[src/rtl/audio_capture_channel.sv]
// audio_capture_channel
// Captures a stereo 16-bit sample stream on each toggle of the sample clock.
// Samples are packed into 32-bit words and held in a small FIFO. A DMA master
// then writes those words to memory at consecutive addresses.
// Build option: define AUDIO_CAPTURE_MONO_MIX_EN so that mono capture stores
// (left + right) >>> 1. Without the macro, mono capture stores the left sample only.
//
// DMA states
//   state     | meaning
//   DS_IDLE   | waiting for FIFO data; issues the FIFO read
//   DS_POP    | FIFO read data settling into fifo_rdata
//   DS_LATCH  | address/data registered onto the bus, request raised
//   DS_WRITE  | request held until i_dma_ready
module audio_capture_channel #(
    parameter int FIFO_DEPTH = 4
) (
    input  logic        i_clock,
    input  logic        i_reset,
    input  logic        i_dma_setup_request,
    input  logic        i_dma_setup_append_or_replace,
    input  logic        i_dma_setup_mono_or_stereo,
    input  logic [31:0] i_dma_setup_address,
    input  logic [23:0] i_dma_setup_count,
    output logic        o_dma_request,
    output logic [31:0] o_dma_address,
    output logic [31:0] o_dma_wdata,
    input  logic        i_dma_ready,
    output logic        o_busy,
    output logic [7:0]  o_overrun_count,
    input  logic        i_input_sample_clock,
    input  logic [15:0] i_input_sample_left,
    input  logic [15:0] i_input_sample_right
);

    localparam int AW = (FIFO_DEPTH > 1) ? $clog2(FIFO_DEPTH) : 1;
    localparam int CW = $clog2(FIFO_DEPTH + 1);
    localparam logic [AW-1:0] LAST_PTR   = AW'(FIFO_DEPTH - 1);
    localparam logic [CW-1:0] FULL_COUNT = CW'(FIFO_DEPTH);

    typedef enum logic [1:0] {
        DS_IDLE,
        DS_POP,
        DS_LATCH,
        DS_WRITE
    } dma_state_t;

    dma_state_t  dma_state;
    logic [31:0] dma_address;

    // active command
    logic        last_clk;
    logic [23:0] capture_count;
    logic        cmd_stereo;

    // mono first-half holding register
    logic [15:0] hold;
    logic        hold_valid;

    // pending (append) slot
    logic        pending_valid;
    logic        pending_stereo;
    logic [31:0] pending_address;
    logic [23:0] pending_count;

    // replace waiting for an in-flight write to finish
    logic        repl_valid;
    logic        repl_stereo;
    logic [31:0] repl_address;
    logic [23:0] repl_count;

    // sample FIFO
    logic [31:0]   fifo_mem [FIFO_DEPTH];
    logic [AW-1:0] wr_ptr;
    logic [AW-1:0] rd_ptr;
    logic [CW-1:0] fifo_count;
    logic [31:0]   fifo_rdata;
    logic          fifo_empty;
    logic          fifo_full;
    logic          fifo_pop;

    // capture-side decisions
    logic        tick;
    logic [15:0] mono_sample;
    logic        push;
    logic [31:0] push_data;
    logic        cap_dec;
    logic        ovr_inc;
    logic        hold_load;
    logic        hold_clear;

    // command-side decisions
    logic        is_idle;
    logic        write_busy;
    logic        req_replace;
    logic        req_append;
    logic        load_en;
    logic        load_stereo;
    logic [31:0] load_address;
    logic [23:0] load_count;
    logic        flush;
    logic        clr_overrun;
    logic        slot_set;
    logic        slot_clr;
    logic        repl_set;
    logic        repl_clr;

`ifdef AUDIO_CAPTURE_MONO_MIX_EN
    logic [16:0] mix_sum;
    assign mix_sum     = {i_input_sample_left[15], i_input_sample_left}
                       + {i_input_sample_right[15], i_input_sample_right};
    assign mono_sample = mix_sum[16:1];
`else
    assign mono_sample = i_input_sample_left;
`endif

    assign tick        = i_input_sample_clock ^ last_clk;
    assign fifo_empty  = (fifo_count == '0);
    assign fifo_full   = (fifo_count == FULL_COUNT);
    assign is_idle     = (capture_count == '0) && fifo_empty && !hold_valid
                       && (dma_state == DS_IDLE);
    assign write_busy  = (dma_state == DS_WRITE) && !i_dma_ready;
    assign req_replace = i_dma_setup_request && !i_dma_setup_append_or_replace;
    assign req_append  = i_dma_setup_request && i_dma_setup_append_or_replace;
    assign fifo_pop    = (dma_state == DS_IDLE) && !fifo_empty && !flush;

    assign o_busy = (capture_count != '0) | pending_valid | !fifo_empty
                  | hold_valid | (dma_state != DS_IDLE);

    // Decide what a sample-clock tick does, always against the current command.
    always_comb begin
        push       = 1'b0;
        push_data  = '0;
        cap_dec    = 1'b0;
        ovr_inc    = 1'b0;
        hold_load  = 1'b0;
        hold_clear = 1'b0;
        if (tick && (capture_count != '0)) begin
            if (cmd_stereo) begin
                if (fifo_full) begin
                    ovr_inc = 1'b1;
                end else begin
                    push      = 1'b1;
                    push_data = {i_input_sample_left, i_input_sample_right};
                    cap_dec   = 1'b1;
                end
            end else if (!hold_valid) begin
                if (fifo_full) begin
                    ovr_inc = 1'b1;
                end else begin
                    cap_dec = 1'b1;
                    if (capture_count == 24'd1) begin
                        push      = 1'b1;
                        push_data = {16'h0000, mono_sample};
                    end else begin
                        hold_load = 1'b1;
                    end
                end
            end else begin
                // The FIFO only drains between ticks, so the slot freed by the
                // first half is still free here.
                push       = 1'b1;
                push_data  = {mono_sample, hold};
                cap_dec    = 1'b1;
                hold_clear = 1'b1;
            end
        end
    end

    // Decide command loading, flushing and pending/replace slot updates.
    always_comb begin
        load_en      = 1'b0;
        load_stereo  = 1'b0;
        load_address = '0;
        load_count   = '0;
        flush        = 1'b0;
        clr_overrun  = 1'b0;
        slot_set     = 1'b0;
        slot_clr     = 1'b0;
        repl_set     = 1'b0;
        repl_clr     = 1'b0;
        if (req_replace) begin
            clr_overrun = 1'b1;
            slot_clr    = 1'b1;
            if (!write_busy) begin
                load_en      = 1'b1;
                load_stereo  = i_dma_setup_mono_or_stereo;
                load_address = i_dma_setup_address;
                load_count   = i_dma_setup_count;
                flush        = !is_idle;
                repl_clr     = 1'b1;
            end else begin
                repl_set = 1'b1;
            end
        end else if (repl_valid && !write_busy) begin
            load_en      = 1'b1;
            load_stereo  = repl_stereo;
            load_address = repl_address;
            load_count   = repl_count;
            flush        = 1'b1;
            clr_overrun  = 1'b1;
            repl_clr     = 1'b1;
            slot_set     = req_append;
        end else if (is_idle && pending_valid) begin
            load_en      = 1'b1;
            load_stereo  = pending_stereo;
            load_address = pending_address;
            load_count   = pending_count;
            slot_clr     = 1'b1;
            slot_set     = req_append;
        end else if (req_append) begin
            if (is_idle) begin
                load_en      = 1'b1;
                load_stereo  = i_dma_setup_mono_or_stereo;
                load_address = i_dma_setup_address;
                load_count   = i_dma_setup_count;
            end else begin
                slot_set = 1'b1;
            end
        end
    end

    // Capture state, command registers, overrun counter and command slots.
    always_ff @(posedge i_clock or negedge i_reset) begin
        if (!i_reset) begin
            last_clk        <= 1'b0;
            capture_count   <= '0;
            cmd_stereo      <= 1'b0;
            hold            <= '0;
            hold_valid      <= 1'b0;
            o_overrun_count <= '0;
            pending_valid   <= 1'b0;
            pending_stereo  <= 1'b0;
            pending_address <= '0;
            pending_count   <= '0;
            repl_valid      <= 1'b0;
            repl_stereo     <= 1'b0;
            repl_address    <= '0;
            repl_count      <= '0;
        end else begin
            last_clk <= i_input_sample_clock;

            if (load_en) begin
                capture_count <= load_count;
                cmd_stereo    <= load_stereo;
            end else if (cap_dec) begin
                capture_count <= capture_count - 24'd1;
            end

            if (flush) begin
                hold       <= '0;
                hold_valid <= 1'b0;
            end else if (hold_load) begin
                hold       <= mono_sample;
                hold_valid <= 1'b1;
            end else if (hold_clear) begin
                hold_valid <= 1'b0;
            end

            if (clr_overrun) begin
                o_overrun_count <= '0;
            end else if (ovr_inc && (o_overrun_count != 8'hFF)) begin
                o_overrun_count <= o_overrun_count + 8'd1;
            end

            if (slot_set) begin
                pending_valid   <= 1'b1;
                pending_stereo  <= i_dma_setup_mono_or_stereo;
                pending_address <= i_dma_setup_address;
                pending_count   <= i_dma_setup_count;
            end else if (slot_clr) begin
                pending_valid <= 1'b0;
            end

            if (repl_set) begin
                repl_valid   <= 1'b1;
                repl_stereo  <= i_dma_setup_mono_or_stereo;
                repl_address <= i_dma_setup_address;
                repl_count   <= i_dma_setup_count;
            end else if (repl_clr) begin
                repl_valid <= 1'b0;
            end
        end
    end

    // FIFO storage array; contents are don't-care whenever the count says empty.
    always_ff @(posedge i_clock) begin
        if (push && !flush) begin
            fifo_mem[wr_ptr] <= push_data;
        end
    end

    // FIFO pointers, occupancy and registered read data.
    always_ff @(posedge i_clock or negedge i_reset) begin
        if (!i_reset) begin
            wr_ptr     <= '0;
            rd_ptr     <= '0;
            fifo_count <= '0;
            fifo_rdata <= '0;
        end else if (flush) begin
            wr_ptr     <= '0;
            rd_ptr     <= '0;
            fifo_count <= '0;
        end else begin
            if (push) begin
                wr_ptr <= (wr_ptr == LAST_PTR) ? '0 : wr_ptr + AW'(1);
            end
            if (fifo_pop) begin
                fifo_rdata <= fifo_mem[rd_ptr];
                rd_ptr     <= (rd_ptr == LAST_PTR) ? '0 : rd_ptr + AW'(1);
            end
            case ({push, fifo_pop})
                2'b10:   fifo_count <= fifo_count + CW'(1);
                2'b01:   fifo_count <= fifo_count - CW'(1);
                default: fifo_count <= fifo_count;
            endcase
        end
    end

    // DMA write master: pop, latch, then hold the request until accepted.
    always_ff @(posedge i_clock or negedge i_reset) begin
        if (!i_reset) begin
            dma_state     <= DS_IDLE;
            dma_address   <= '0;
            o_dma_request <= 1'b0;
            o_dma_address <= '0;
            o_dma_wdata   <= '0;
        end else begin
            case (dma_state)
                DS_IDLE: begin
                    if (fifo_pop) begin
                        dma_state <= DS_POP;
                    end
                end
                DS_POP: begin
                    dma_state <= DS_LATCH;
                end
                DS_LATCH: begin
                    o_dma_wdata   <= fifo_rdata;
                    o_dma_address <= dma_address;
                    o_dma_request <= 1'b1;
                    dma_state     <= DS_WRITE;
                end
                DS_WRITE: begin
                    if (i_dma_ready) begin
                        o_dma_request <= 1'b0;
                        dma_address   <= dma_address + 32'd4;
                        dma_state     <= DS_IDLE;
                    end
                end
                default: dma_state <= DS_IDLE;
            endcase

            // A flush only happens outside an unfinished write, so dropping
            // back to idle here abandons at most a popped-but-unsent word.
            if (flush) begin
                dma_state     <= DS_IDLE;
                o_dma_request <= 1'b0;
            end
            if (load_en) begin
                dma_address <= load_address;
            end
        end
    end

endmodule

[config.mk]
export PLATFORM = sky130hd
export DESIGN_NAME = audio_capture_channel
export DESIGN_NICKNAME = d
export VERILOG_FILES = /design/src/rtl/audio_capture_channel.sv
export SDC_FILE = /design/constraint.sdc
export NUM_CORES = 1
export LEC_CHECK = 0
export ABC_AREA = 1
export CAP_MARGIN = 10
export CORE_ASPECT_RATIO = 1.75
export CORE_UTILIZATION = 40
export CTS_BUF_LIST = sky130_fd_sc_hd__clkbuf_4 sky130_fd_sc_hd__clkbuf_8
export DETAILED_ROUTE_END_ITERATION = 10
export DONT_BUFFER_PORTS = 1
export GPL_TIMING_DRIVEN = 0
export PLACE_DENSITY = 0.64
export SYNTH_ARGS = -nofsm -noshare
export SYNTH_HDL_FRONTEND = slang
export SYNTH_SLANG_ARGS = --single-unit
[constraint.sdc]
create_clock -name i_clock -period 4 [get_ports i_clock]
set_clock_uncertainty 0.05 [all_clocks]
set_input_delay 0.6 -clock i_clock [delete_from_list [all_inputs] [get_ports i_clock]]
set_output_delay 0.6 -clock i_clock [all_outputs]
set_load 0.01 [all_outputs]
Word-level counts from Yosys, hierarchy flattened. Memories as Yosys holds them, arrays and structs flattened. A register that Yosys moved wholly into a read port is not among the register bits. Index checks and enable logic that the tools add are counted. W data, S select, Z words.

Bits in registers: 273. RAM bits: 128. Word-level logic and storage cells: 189. Memories kept: 1.

Memories: fifo_mem (depth 4, width 32, rd ports 1, clocked after Yosys merged registers in 1, wr ports 1, RTL line 72) `logic [31:0] fifo_mem [FIFO_DEPTH];`.

Add/subtract/negate cells: 7. Equal/unequal tests: 12. Multiplexer cells: 99. Bitwise operators: 6. Reduce and logical (&&, ||, !) cells: 42.

Operator list (count): $mux W32 (13); $mux W24 (8); $mux W16 (4); $mux W1 (59); $add A32 B3 Y32 const B (1); $eq A24 B1 Y1 const B (1); $logic_not A24 Y1 (1); $reduce_bool A24 Y1 (1); $sub A24 B1 Y24 const B (1); $reduce_bool A2 Y1 (10); $mux W2 (9); $mux W8 (2); $logic_and A1 B1 Y1 (13); $eq A2 B2 Y1 const B (5); $reduce_bool A3 Y1 (3); $add A8 B1 Y8 const B (1); $logic_not A1 Y1 (8); $ne A8 B8 Y1 const B (1); $pmux W2 S4 (1); $reduce_and A2 Y1 (4); $ne A3 B3 Y1 const B (2); $pmux W3 S2 (1); $add A2 B1 Y2 const B (2); $eq A2 B1 Y1 const B (2); 10 further kinds (13).

Logic depth before layout (Yosys ltp). Gate-level depths: netlist of the first run.

Depth after elaboration: 12. Mapped depth: 16. Depth with buffers taken out: 16.

Worst setup path before layout of the first run. OpenSTA, ideal clock, no wires.

Path type: register -> register. Start point: register dma_state[0]. End point: memory fifo_mem[0][0] (enable). Library setup time: 0.421 ns. Arrival time: 2.900 ns. Required time: 3.529 ns. Setup slack: 0.629 ns. Cell stages (with the launch flop): 10. Buffers on the path: 1. Cells stage by stage: dfrtp_1 > inv_1 > ha_1 > nand3b_1 > nor2_2 > nand4_1 > a21oi_2 > buf_4 > nand2_1 > nor2_1.

Cells in the longest elaborated chain, start to end: 10. Elaborated cells on any way between the ends: 14. Classes of those cells: 1 x eq/ne; 5 x mux; 8 x reduce/logical.

Ends and longest elaborated chain: from (decl) (RTL line 47) `dma_state_t dma_state;`; from (signal assigned) (RTL line 322) `dma_state <= DS_IDLE;`; from (signal assigned) (RTL line 331) `dma_state <= DS_POP;`; from (signal assigned) (RTL line 335) `dma_state <= DS_LATCH;`; $eq A2 B2 Y1 (RTL line 121) `assign write_busy = (dma_state == DS_WRITE) && !i_dma_ready;`; $logic_and A1 B1 Y1 (RTL line 121); $logic_not A1 Y1 (RTL line 194) `end else if (repl_valid && !write_busy) begin`; $logic_and A1 B1 Y1 (RTL line 194); $mux W1 (RTL line 194); $mux W1 (*) (RTL line 181) `if (req_replace) begin`; $logic_not A1 Y1 (*) (RTL line 287) `if (push && !flush) begin`; $logic_and A1 B1 Y1 (*) (RTL line 287); $mux W1 (*) (RTL line 287); $mux W1 (not written as such) (*) (RTL line 288) `fifo_mem[wr_ptr] <= push_data;`; to (decl) (RTL line 72).

Mark *: on every way between the ends. The rest lies on a longest branch, timed or not.

Final worst setup path of the first run.
Start point: register dma_state[0]. End point: memory fifo_mem[3][26] (enable).

Same word-level chain as after synthesis.

==> results.md, run 1 <==
* DP Wirelength at roughly 47,000 um
* Final-report setup violation count at 0
* Pre-antenna DRT Iters at 5
* Nets@finish at 2,479
* RSZ-0062 raised after global routing: false
* Combinational group share of total power at between 30% and 40%
* Synth area leader: dfrtp_1
* First-pass GRT wire length at about 100,000 um
* Hold_buf cts at 1
* Final slew viol count at 0
* Net Sw Power at between 6 and 7 mW
* Post-detailed-route DRC marker count at 0
* DR vias/cell at 5.475
* HP Class: input pin to async pin
* GRT Overall Usage at between 20% and 30%
* Mapped Area at approximately 21,000 um^2
* Fmax at around 280 MHz
* YS warnings at 0
* Status: finished with violations
* Pwr dens at between 700 and 800 nW/um^2
* CTS tree: built
* CTS HTree Levels at 3
* Worst skew pair latency at roughly 640 ps
* Placed cell areas at around 22,000 um^2
* Area delta synth->final at 12.23%
* Worst slew pin tran at between 1000 and 1500 ps
* Most frequent cells in the layout: nand2_1, dfrtp_1, o21ai_0
* Num CTS Buffers at 69
* Leakage Power at between 9 and 10 nW
* Crit start category: flop
* DR WL/cell at between 20 and 25 um
* Rows at between 100 and 150
* Violated checks: negative hold slack
* Share of layout cells above drive strength 1 at 11.82%
* Post-Syn Instances at 2,278
* Delay-heaviest family, CP: simple AND/OR/NAND/NOR gates
* Largest net degree at the start of global routing at 306
* Critical Path Max Stage Delay at 600 ps
* Mean Syn Cell Area at approximately 9.1 um^2
* Post-route cell area at approximately 23,000 um^2
* Final ANT Viol Nets at 0
* Seq pwr share at 45.3%
* # port buffers at 0
* Initial core utilization at about 40%
* Vias in the first global route at 17,410
* Post-synth top area share at between 30 and 40%
* Num Clock Sinks at between 400 and 500
* Core area at approximately 51,000 um^2
* CTS max path bufs at 3
* Max cap viols at 0
* Sw frac at approximately two fifths
* Commonest non-fill, non-tap cell in the layout: nand2_1
* Post-CTS resize count at 0
* Register area share after synthesis at roughly 56%
* Clock power frac at approximately a quarter
* Total Wirelength at around 64,000 um
* Worst-path cell chain: inv_1, ha_1, nand3b_1, nor2_2, nand4_1, a21oi_2, buf_4, nand2_1, nor2_4, buf_16
* Fin crit period at roughly 3600 ps
* Critical-path top delay cell: nor2_4
* Ys async rst share at a little over two thirds
* Fill cells at 4,897
* Worst setup EP type: flop
* CTS Root Cell: clkbuf_8
* Routability congestion estimate from global placement at about 0.95
* Top cells by area, synth: dfrtp_1, edfxtp_1, nand2_1
* WHS at -365.4 ps
* Area of the die at approximately 53,000 um^2
* Peak supply drop at roughly 0.00033 V
* Ys flop type: dfrtp_1
* CP max FO at 18
* CP Buf/Inv Count at 3
* Internal at roughly 10 mW
* Grt total ovfl at 0
* IO Pins at approximately 170
* Syn_nets at roughly 2,400
* Synth cell types at 49
* Final worst-path cycle share at about nine tenths
* Final hold vios at approximately 310
* Max-slew headroom at between 20% and 30%
* Height of the die at between 300 and 400 um
* Reg clk slew, reported paths at approximately 70 ps
* Iteration-0 DRC Markers at about 1,200
* Number of synthesized register bits at 433
* Vias post-DR at 16,900
* Initial antenna violation count at 1
* Die span in x at 173.8 um
* EDFF count, synth at 128
* Critical path class: flop to flop
* Post-CTS Setup Repair Bufs at 0
* Critical Path RT at 4270 ps
* Critical Path AT at 3870 ps
## cell usage after synthesis, types with 16 or more instances
master and number:
mux2_2 78, xor2_1 27, inv_1 161, a2111oi_0 16, clkbuf_1 90, nand4_1 19
o21ai_0 276, o21ai_1 63, nand2_1 518, nor2_1 202, a21oi_1 20, dfrtp_1 305
nor3_1 31, edfxtp_1 128, o22ai_1 62, buf_2 25, nand3_1 149
## sequential cells by signal, indices dropped and copies added, names as in the netlist, 2 cells and up
name,count
o_overrun_count,8
fifo_mem,128
fifo_count,3
wr_ptr,2
pending_address,32
hold,16
capture_count,24
o_dma_address,32
pending_count,24
rd_ptr,2
repl_count,24
o_dma_wdata,32
dma_address,32
repl_address,32
dma_state,2
fifo_rdata,32
## final cells by class
cell class	instances	area, um^2	area share, %
Buffer	131	601.8	2.595
Sequential cell	433	11480	49.49
Clock inverter	12	90.09	0.3885
Clock buffer	110	1358	5.854
Tap cell	666	833.3	3.593
Timing Repair Buffer	20	200.2	0.8633
Inverter	165	619.3	2.671
Multi-Input combinational cell	1549	8009	34.54
Antenna cell	1	2.502	0.01079
## cells by family (layout without fill, tap and decap cells)
| kind of cell | Yosys count | after routing | share of synthesized area (%) |
|---|---|---|---|
| XOR/XNOR | 37 | 37 | 1.568 |
| buffers and inverters | 296 | 438 | 5.910 |
| AO/OA/AOI/OAI | 461 | 461 | 12.18 |
| multiplexers | 87 | 87 | 4.741 |
| AND/OR/NAND/NOR | 949 | 949 | 19.12 |
| adder cells (fa/ha/maj) | 15 | 15 | 0.9446 |
| other | 0 | 1 | 0 |
| flip-flops | 433 | 433 | 55.54 |
## per-layer routing
metal,GRT usage (%),routed length [um],share of wire (%),vias up
met5,0,0,0,-
met4,15.50,3756,5.8,0
met3,5.388,4014,6.2,199
met2,45.88,33700,52,650
met1,25.10,22850,36,8191
li1,-,-,-,7860
## final timing paths
check                                   startpoint             endpoint  slack, ps  cells past startpoint
setup / recovery                      dma_state[0]      fifo_mem[3][26]        400                     10
hold / removal                             i_reset     capture_count[4]       -370                      0
setup reg to reg                      dma_state[0]      fifo_mem[3][26]        400                     10
hold reg to reg                     fifo_rdata[15]       fifo_rdata[15]        430                      1
max in group asynchronous                  i_reset     o_dma_address[6]       3650                      0
min in group i_clock       i_dma_setup_address[25]  pending_address[25]         80                      2
## worst register-to-register path, cell delays in order (launching register included)
cell and delay, ps:
dfrtp_1 400, inv_1 120, ha_1 170, nand3b_1 160, nor2_2 360, nand4_1 320, a21oi_2 320, buf_4 230
nand2_1 280, nor2_4 600, buf_16 250
## power groups by stage
stage                     Combinational, mW  Sequential [mW]  Clock [mW]
final                                  5.01             7.44        3.98
after global routing                   5.58             7.60        4.26
after CTS                              5.02             7.43        4.08
after detailed placement               4.99             7.51           0
after global placement                 4.71             7.47           0
after floorplan                        3.51             7.07           0
## through the flow
stage	utilization (%)	setup TNS (ps)	instances	total power, mW	setup WS (ps)
after floorplan	-	0	2278	10.58	629.2
after global placement	42.37	-138000	2944	12.18	-1118
after detailed placement	42.82	0	2962	12.50	561.7
after CTS	45.69	0	3085	16.53	522.2
after global routing	45.71	0	3087	17.45	374.3
final	45.71	0	3087	16.43	398.3
Power figures use the tool's default switching activity.
==> run 2: changes to the inputs <==
CELL_PAD_IN_SITES_DETAIL_PLACEMENT = 1   (was unset)
CELL_PAD_IN_SITES_GLOBAL_PLACEMENT = 1   (was unset)
PLACE_DENSITY = 0.77   (was 0.64)
RECOVER_POWER = 25   (was unset)
==> run 2 against run 1 <==
Net effect: the run still ends with negative hold slack left; critical path depth is the same; sequential share of layout area about the same; utilization hardly changed; power grew 1.2%; combinational power rose by 0.8%; design area about the same; global-route usage increased by 1.5 points; non-clock buffer count decreased by 4; worst setup slack gained 100 ps; register-to-register slack improved by 100 ps.
==> results.md, run 2 (synthesis results as in run 1) <==
* Final Non-Filler Cells at 3,082 (-0.16%)
* Fill cells at 5,926 (+21%)
* Met1 Use GR at 27.33% (+2.2 points)
* Worst setup EP type: flop
* Nets@finish at 2,474 (-0.20%)
* Final ANT Viol Nets at 0 (unchanged)
* Final worst-path cycle share at 87.53% (-2.5 points)
* Peak supply drop at 0.0003093 V (-7.4%)
* Critical-path top delay cell: nor2_4
* Rows at 109 (unchanged)
* Violated checks: negative hold slack
* Critical Path RT at 4260 ps (about the same)
* Pre-antenna DRT Iters at 6 (+1)
* CTS tree: built
* Top Usage Layer GRT: met2
* Num CTS Buffers at 68 (-1.4%)
* Crit start category: flop
* Area delta synth->final at 12.28% (about the same)
* Core area at 50,730 um^2 (unchanged)
* Final hold vios at 305 (unchanged)
* Critical Path Max Stage Delay at 620 ps (+20 ps)
* Grt total ovfl at 0 (unchanged)
* IO Pins at 169 (unchanged)
* First-pass GRT wire length at 105,800 um (+6.4%)
* RSZ-0062 raised after global routing: false
* Final Power at 16.62 mW (+1.2%)
* Max-slew headroom at 11.47% (-17 points)
* Post-CTS Setup Repair Bufs at 0 (unchanged)
* Leakage Power at 9.925 nW (about the same)
* Worst skew pair latency at 630 ps (about the same)
* Status: finished with violations
* Met2 Usage GRT at 50.12% (+4.2 points)
* Fmax at 285.6 MHz (+2.9%)
* Post-CTS resize count at 0 (unchanged)
* Post-detailed-route DRC marker count at 0 (unchanged)
* Cells after DPL at 2,956 (-0.20%)
* Commonest non-fill, non-tap cell in the layout: nand2_1
* Worst slew pin tran at 1294 ps (+249.0 ps)
* Worst-path cell chain: inv_1, ha_1, nand3b_1, nor2_2, nand4_1, a21oi_2, buf_4, nand2_1, nor2_4, buf_16
* FF/Latch Area at 11,480 um^2 (unchanged)
* Final slew viol count at 0 (unchanged)
* # port buffers at 0 (unchanged)
* Routability congestion estimate from global placement at 0.9213 (-3.5%)
* Delay-heaviest family, CP: simple AND/OR/NAND/NOR gates
* WHS at -361.9 ps (+3.508 ps)
* CP max FO at 17 (-1)
* Critical Path AT at 3760 ps (-110 ps)
* Hold_buf cts at 1 (unchanged)
* DR vias/cell at 5.444 (-0.57%)
* HP Class: input pin to async pin
* Vias post-DR at 16,780 (-0.73%)
* Pwr dens at 716.4 nW/um^2 (+1.1%)
* Most frequent cells in the layout: nand2_1, dfrtp_1, o21ai_0
* Fin crit period at 3501 ps (-100.5 ps)
* Area of the die at 52,610 um^2 (unchanged)
* Total Wirelength at 67,710 um (+5.3%)
* CTS HTree Levels at 3 (unchanged)
* DP Wirelength at 50,750 um (+7.2%)
* CTS Root Cell: clkbuf_8
* CP Buf/Inv Count at 3 (unchanged)
* Height of the die at 302.7 um (unchanged)
* GRT Overall Usage at 26.24% (+1.5 points)
* Largest net degree at the start of global routing at 306 (unchanged)
* R2r setup slk at 500 ps (+100 ps)
* Max cap viols at 0 (unchanged)
* Initial core utilization at 40.73% (unchanged)
* Critical path class: flop to flop
* Die span in x at 173.8 um (unchanged)
* Reg clk slew, reported paths at 60 ps (about the same)
* Vias in the first global route at 18,310 (+5.1%)
* Iteration-0 DRC Markers at 804 (-35%)
* Max reg flops at 128 (unchanged)
* Final-report setup violation count at 0 (unchanged)
* M3 GR Usage at 4.261% (-1.1 points)
* CTS max path bufs at 3 (unchanged)
* Num Clock Sinks at 433 (unchanged)
* DR WL/cell at 21.97 um (+5.4%)
* Share of layout cells above drive strength 1 at 11.30% (-0.51 points)
* Reg with most FFs: fifo_mem
* Multi-input gate area at 8008 um^2 (about the same)
* Initial antenna violation count at 1 (unchanged)
==> run 2: layer usage <==
| layer | up-vias | routed length [um] |
|---|---|---|
| met5 | - | 0 |
| li1 | 7838 | - |
| met2 | 414 | 36810 |
| met4 | 0 | 3428 |
| met1 | 8355 | 24660 |
| met3 | 170 | 2805 |
==> run 2: power by group <==
part | leakage [nW] | switching [mW] | internal [mW]
clock | 0.753 | 1.85 | 2.24
combinational | 4.23 | 3.17 | 1.88
sequential | 4.94 | 1.36 | 6.12
total | 9.93 | 6.38 | 10.2
==> run 2: layout make-up <==
cell class | count | share of cell area, %
plain buffers | 131 | 2.594
multi-input cells | 1549 | 34.51
clock buffers | 96 | 5.263
clock inverters | 25 | 1.019
repair buffers | 16 | 0.8736
diodes | 1 | 0.01079
flip-flops and latches | 433 | 49.46
inverters | 165 | 2.669
well taps | 666 | 3.592
==> run 2: worst paths after layout <==
check,startpoint,end,cells past startpoint
worst max register to register,dma_state[0],fifo_mem[3][9],10
max in group asynchronous,i_reset,repl_count[6],0
worst min register to register,repl_address[18],repl_address[18],2
min in group i_clock,i_dma_setup_address[16],dma_address[16],2
worst max-delay path,dma_state[0],fifo_mem[3][9],10
worst min-delay path,i_reset,o_dma_wdata[11],0
==> run 2: worst register-to-register path, stage by stage (launching register included) <==
cell and delay [ps]:
dfrtp_1 410, inv_1 110, ha_1 200, nand3b_1 170, nor2_2 320, nand4_1 250, a21oi_2 270, buf_4 230
nand2_1 300, nor2_4 630, buf_16 250
==> run 2: through the flow <==
step                      TNS (ps)  util (%)  cell area [um^2]  setup slack [ps]
after floorplan                  0         -             20660             629.2
after global placement     -148560     42.37             21500             -1227
after detailed placement         0     42.76             21690             488.6
after CTS                        0     45.65             23160             466.7
after global routing             0     45.73             23200             230.3
final                            0     45.73             23200             498.8
==> run 3: changes to the inputs <==
CTS_BUF_LIST = sky130_fd_sc_hd__clkbuf_4   (was sky130_fd_sc_hd__clkbuf_4 sky130_fd_sc_hd__clkbuf_8)
==> run 3 against run 2 <==
Net effect: the run still ends with negative hold slack left; first-iteration DRC count rose by 12%; sequential share of layout area fell by 1.4 points; worst setup slack got worse by 32 ps.
==> results.md, run 3 (synthesis results as in run 1) <==
* Status: finished with violations
* Violated checks: negative hold slack
* Share of layout cells above drive strength 1 at 12.71% (+1.4 points)
* Max cap viols at 0 (unchanged)
* Met1 Use GR at 27.23% (-0.099 points)
* Vias in the first global route at 19,000 (+3.8%)
* DR vias/cell at 5.409 (-0.64%)
* Leakage Power at 10.28 nW (+3.6%)
* Max-slew headroom at 10.84% (-0.63 points)
* Peak supply drop at 0.0002614 V (-15%)
* Final hold vios at 305 (unchanged)
* Pre-antenna DRT Iters at 5 (-1)
* CTS HTree Levels at 3 (unchanged)
* DP Wirelength at 50,750 um (unchanged)
* Critical Path RT at 4460 ps (+200 ps)
* Max reg flops at 128 (unchanged)
* CTS max path bufs at 3 (unchanged)
* Commonest non-fill, non-tap cell in the layout: nand2_1
* Reg clk slew, reported paths at 80 ps (+20 ps)
* Total Wirelength at 68,830 um (+1.7%)
* Largest net degree at the start of global routing at 306 (unchanged)
* Most frequent cells in the layout: nand2_1, dfrtp_1, o21ai_0
* Num CTS Buffers at 104 (+53%)
* Final ANT Viol Nets at 0 (unchanged)
* Critical Path AT at 3990 ps (+230 ps)
* # port buffers at 0 (unchanged)
* Area of the die at 52,610 um^2 (unchanged)
* Routability congestion estimate from global placement at 0.9213 (unchanged)
* CTS tree: built
* WHS at -558.4 ps (-196.5 ps)
* Met2 Usage GRT at 50.46% (+0.33 points)
* Final slew viol count at 0 (unchanged)
* Nets@finish at 2,585 (+4.5%)
* Height of the die at 302.7 um (unchanged)
* CP max FO at 17 (unchanged)
* Post-detailed-route DRC marker count at 0 (unchanged)
* Rows at 109 (unchanged)
* Fin crit period at 3533 ps (+32.25 ps)
* Worst skew pair latency at 860 ps (+230 ps)
* FF-to-FF path depth at 11 (+1)
* Initial antenna violation count at 3 (+2)
* Hold_buf cts at 77 (+76)
* Critical path class: flop to flop
* Worst slew pin tran at 1304 ps (+9.214 ps)
* Final worst-path cycle share at 88.34% (+0.81 points)
* Worst setup EP type: flop
* Crit start category: flop
* HP Class: input pin to async pin
* Die span in x at 173.8 um (unchanged)
* RSZ-0062 raised after global routing: false
* IO Pins at 169 (unchanged)
* Grt total ovfl at 0 (unchanged)
* Iteration-0 DRC Markers at 904 (+12%)
* Vias post-DR at 17,450 (+4.0%)
* Core area at 50,730 um^2 (unchanged)
* Fmax at 283.0 MHz (-0.91%)
* Initial core utilization at 40.73% (unchanged)
* Final-report setup violation count at 0 (unchanged)
* DR WL/cell at 21.33 um (-2.9%)
* GRT Overall Usage at 26.68% (+0.45 points)
* CTS Root Cell: clkbuf_4
* Pwr dens at 685.0 nW/um^2 (-4.4%)
* Fin util at 47.05% (+1.3 points)
* Reg with most FFs: fifo_mem
* Area delta synth->final at 15.51%
* Num Clock Sinks at 433 (unchanged)
* First-pass GRT wire length at 107,600 um (+1.7%)
* Post-CTS Setup Repair Bufs at 0 (unchanged)
* M3 GR Usage at 4.812% (+0.55 points)
* Top Usage Layer GRT: met2
* Post-CTS resize count at 0 (unchanged)
[run 3: changes by cell type in the layout (fill, tap and decap cells not counted), moves of 3 or more]
cell	before	now
clkinv_1	9	25
clkinv_2	7	11
dlygate4sd3_1	1	77
clkbuf_8	80	0
clkinvlp_4	5	2
clkbuf_4	16	147
[run 3: final cells by class]
cell class,instances,area [um^2]
multi-input combinational,1549,8008
tap,666,833.3
sequential,433,11480
clock inverter,42,267.8
antenna,3,7.507
timing repair buffer,91,950.9
fill,5992,26870
inverter,165,619.3
buffer,131,601.8
clock buffer,147,1104
[run 3: per-layer routing]
layer  share of wire [%]  wire (um)  up-vias
met4                 5.4       3722        0
met1                  36      24620     8654
li1                    -          -     8117
met5                   0          0        -
met3                 4.7       3255      182
met2                  54      37240      501
[run 3: report_power, final]
| part | internal, mW | leakage (nW) | switching, mW | total (mW) |
|---|---|---|---|---|
| Sequential | 6.12 | 4.94 | 1.36 | 7.47 |
| Clock | 1.90 | 0.811 | 1.85 | 3.75 |
| Combinational | 1.93 | 4.53 | 3.19 | 5.12 |
| Total | 9.94 | 10.3 | 6.40 | 16.3 |
[run 3: final timing paths]
check / endpoint / slack, ps / start
min in group i_clock: capture_count[23] / 120 / i_dma_setup_count[23]
worst max-delay path: fifo_mem[3][7] / 470 / dma_state[1]
worst min register to register: o_dma_wdata[14] / 420 / fifo_rdata[14]
max in group asynchronous: repl_count[6] / 3780 / i_reset
worst max register to register: fifo_mem[3][7] / 470 / dma_state[1]
worst min-delay path: o_dma_wdata[11] / -560 / i_reset
[run 3: worst max-delay path, cell delays in order (launching register included)]
cell,delay (ps)
dfrtp_1,400
ha_1,190
inv_1,90
nor2_2,340
nor2_2,120
nand2_1,270
inv_1,110
a21oi_2,190
buf_4,230
nand2_1,300
nor2_4,620
buf_16,240
[run 3: through the flow]
step	std cells	power [mW]	worst slack, ps	setup TNS [ps]	cell area (um^2)
global placement	2944	12.16	-1227	-148560	21500
global route	3227	17.44	216.9	0	23870
CTS	3222	16.50	437.3	0	23840
floorplan	2278	10.58	629.2	0	20660
detailed placement	2956	12.60	488.6	0	21690
finish	3227	16.35	466.5	0	23870
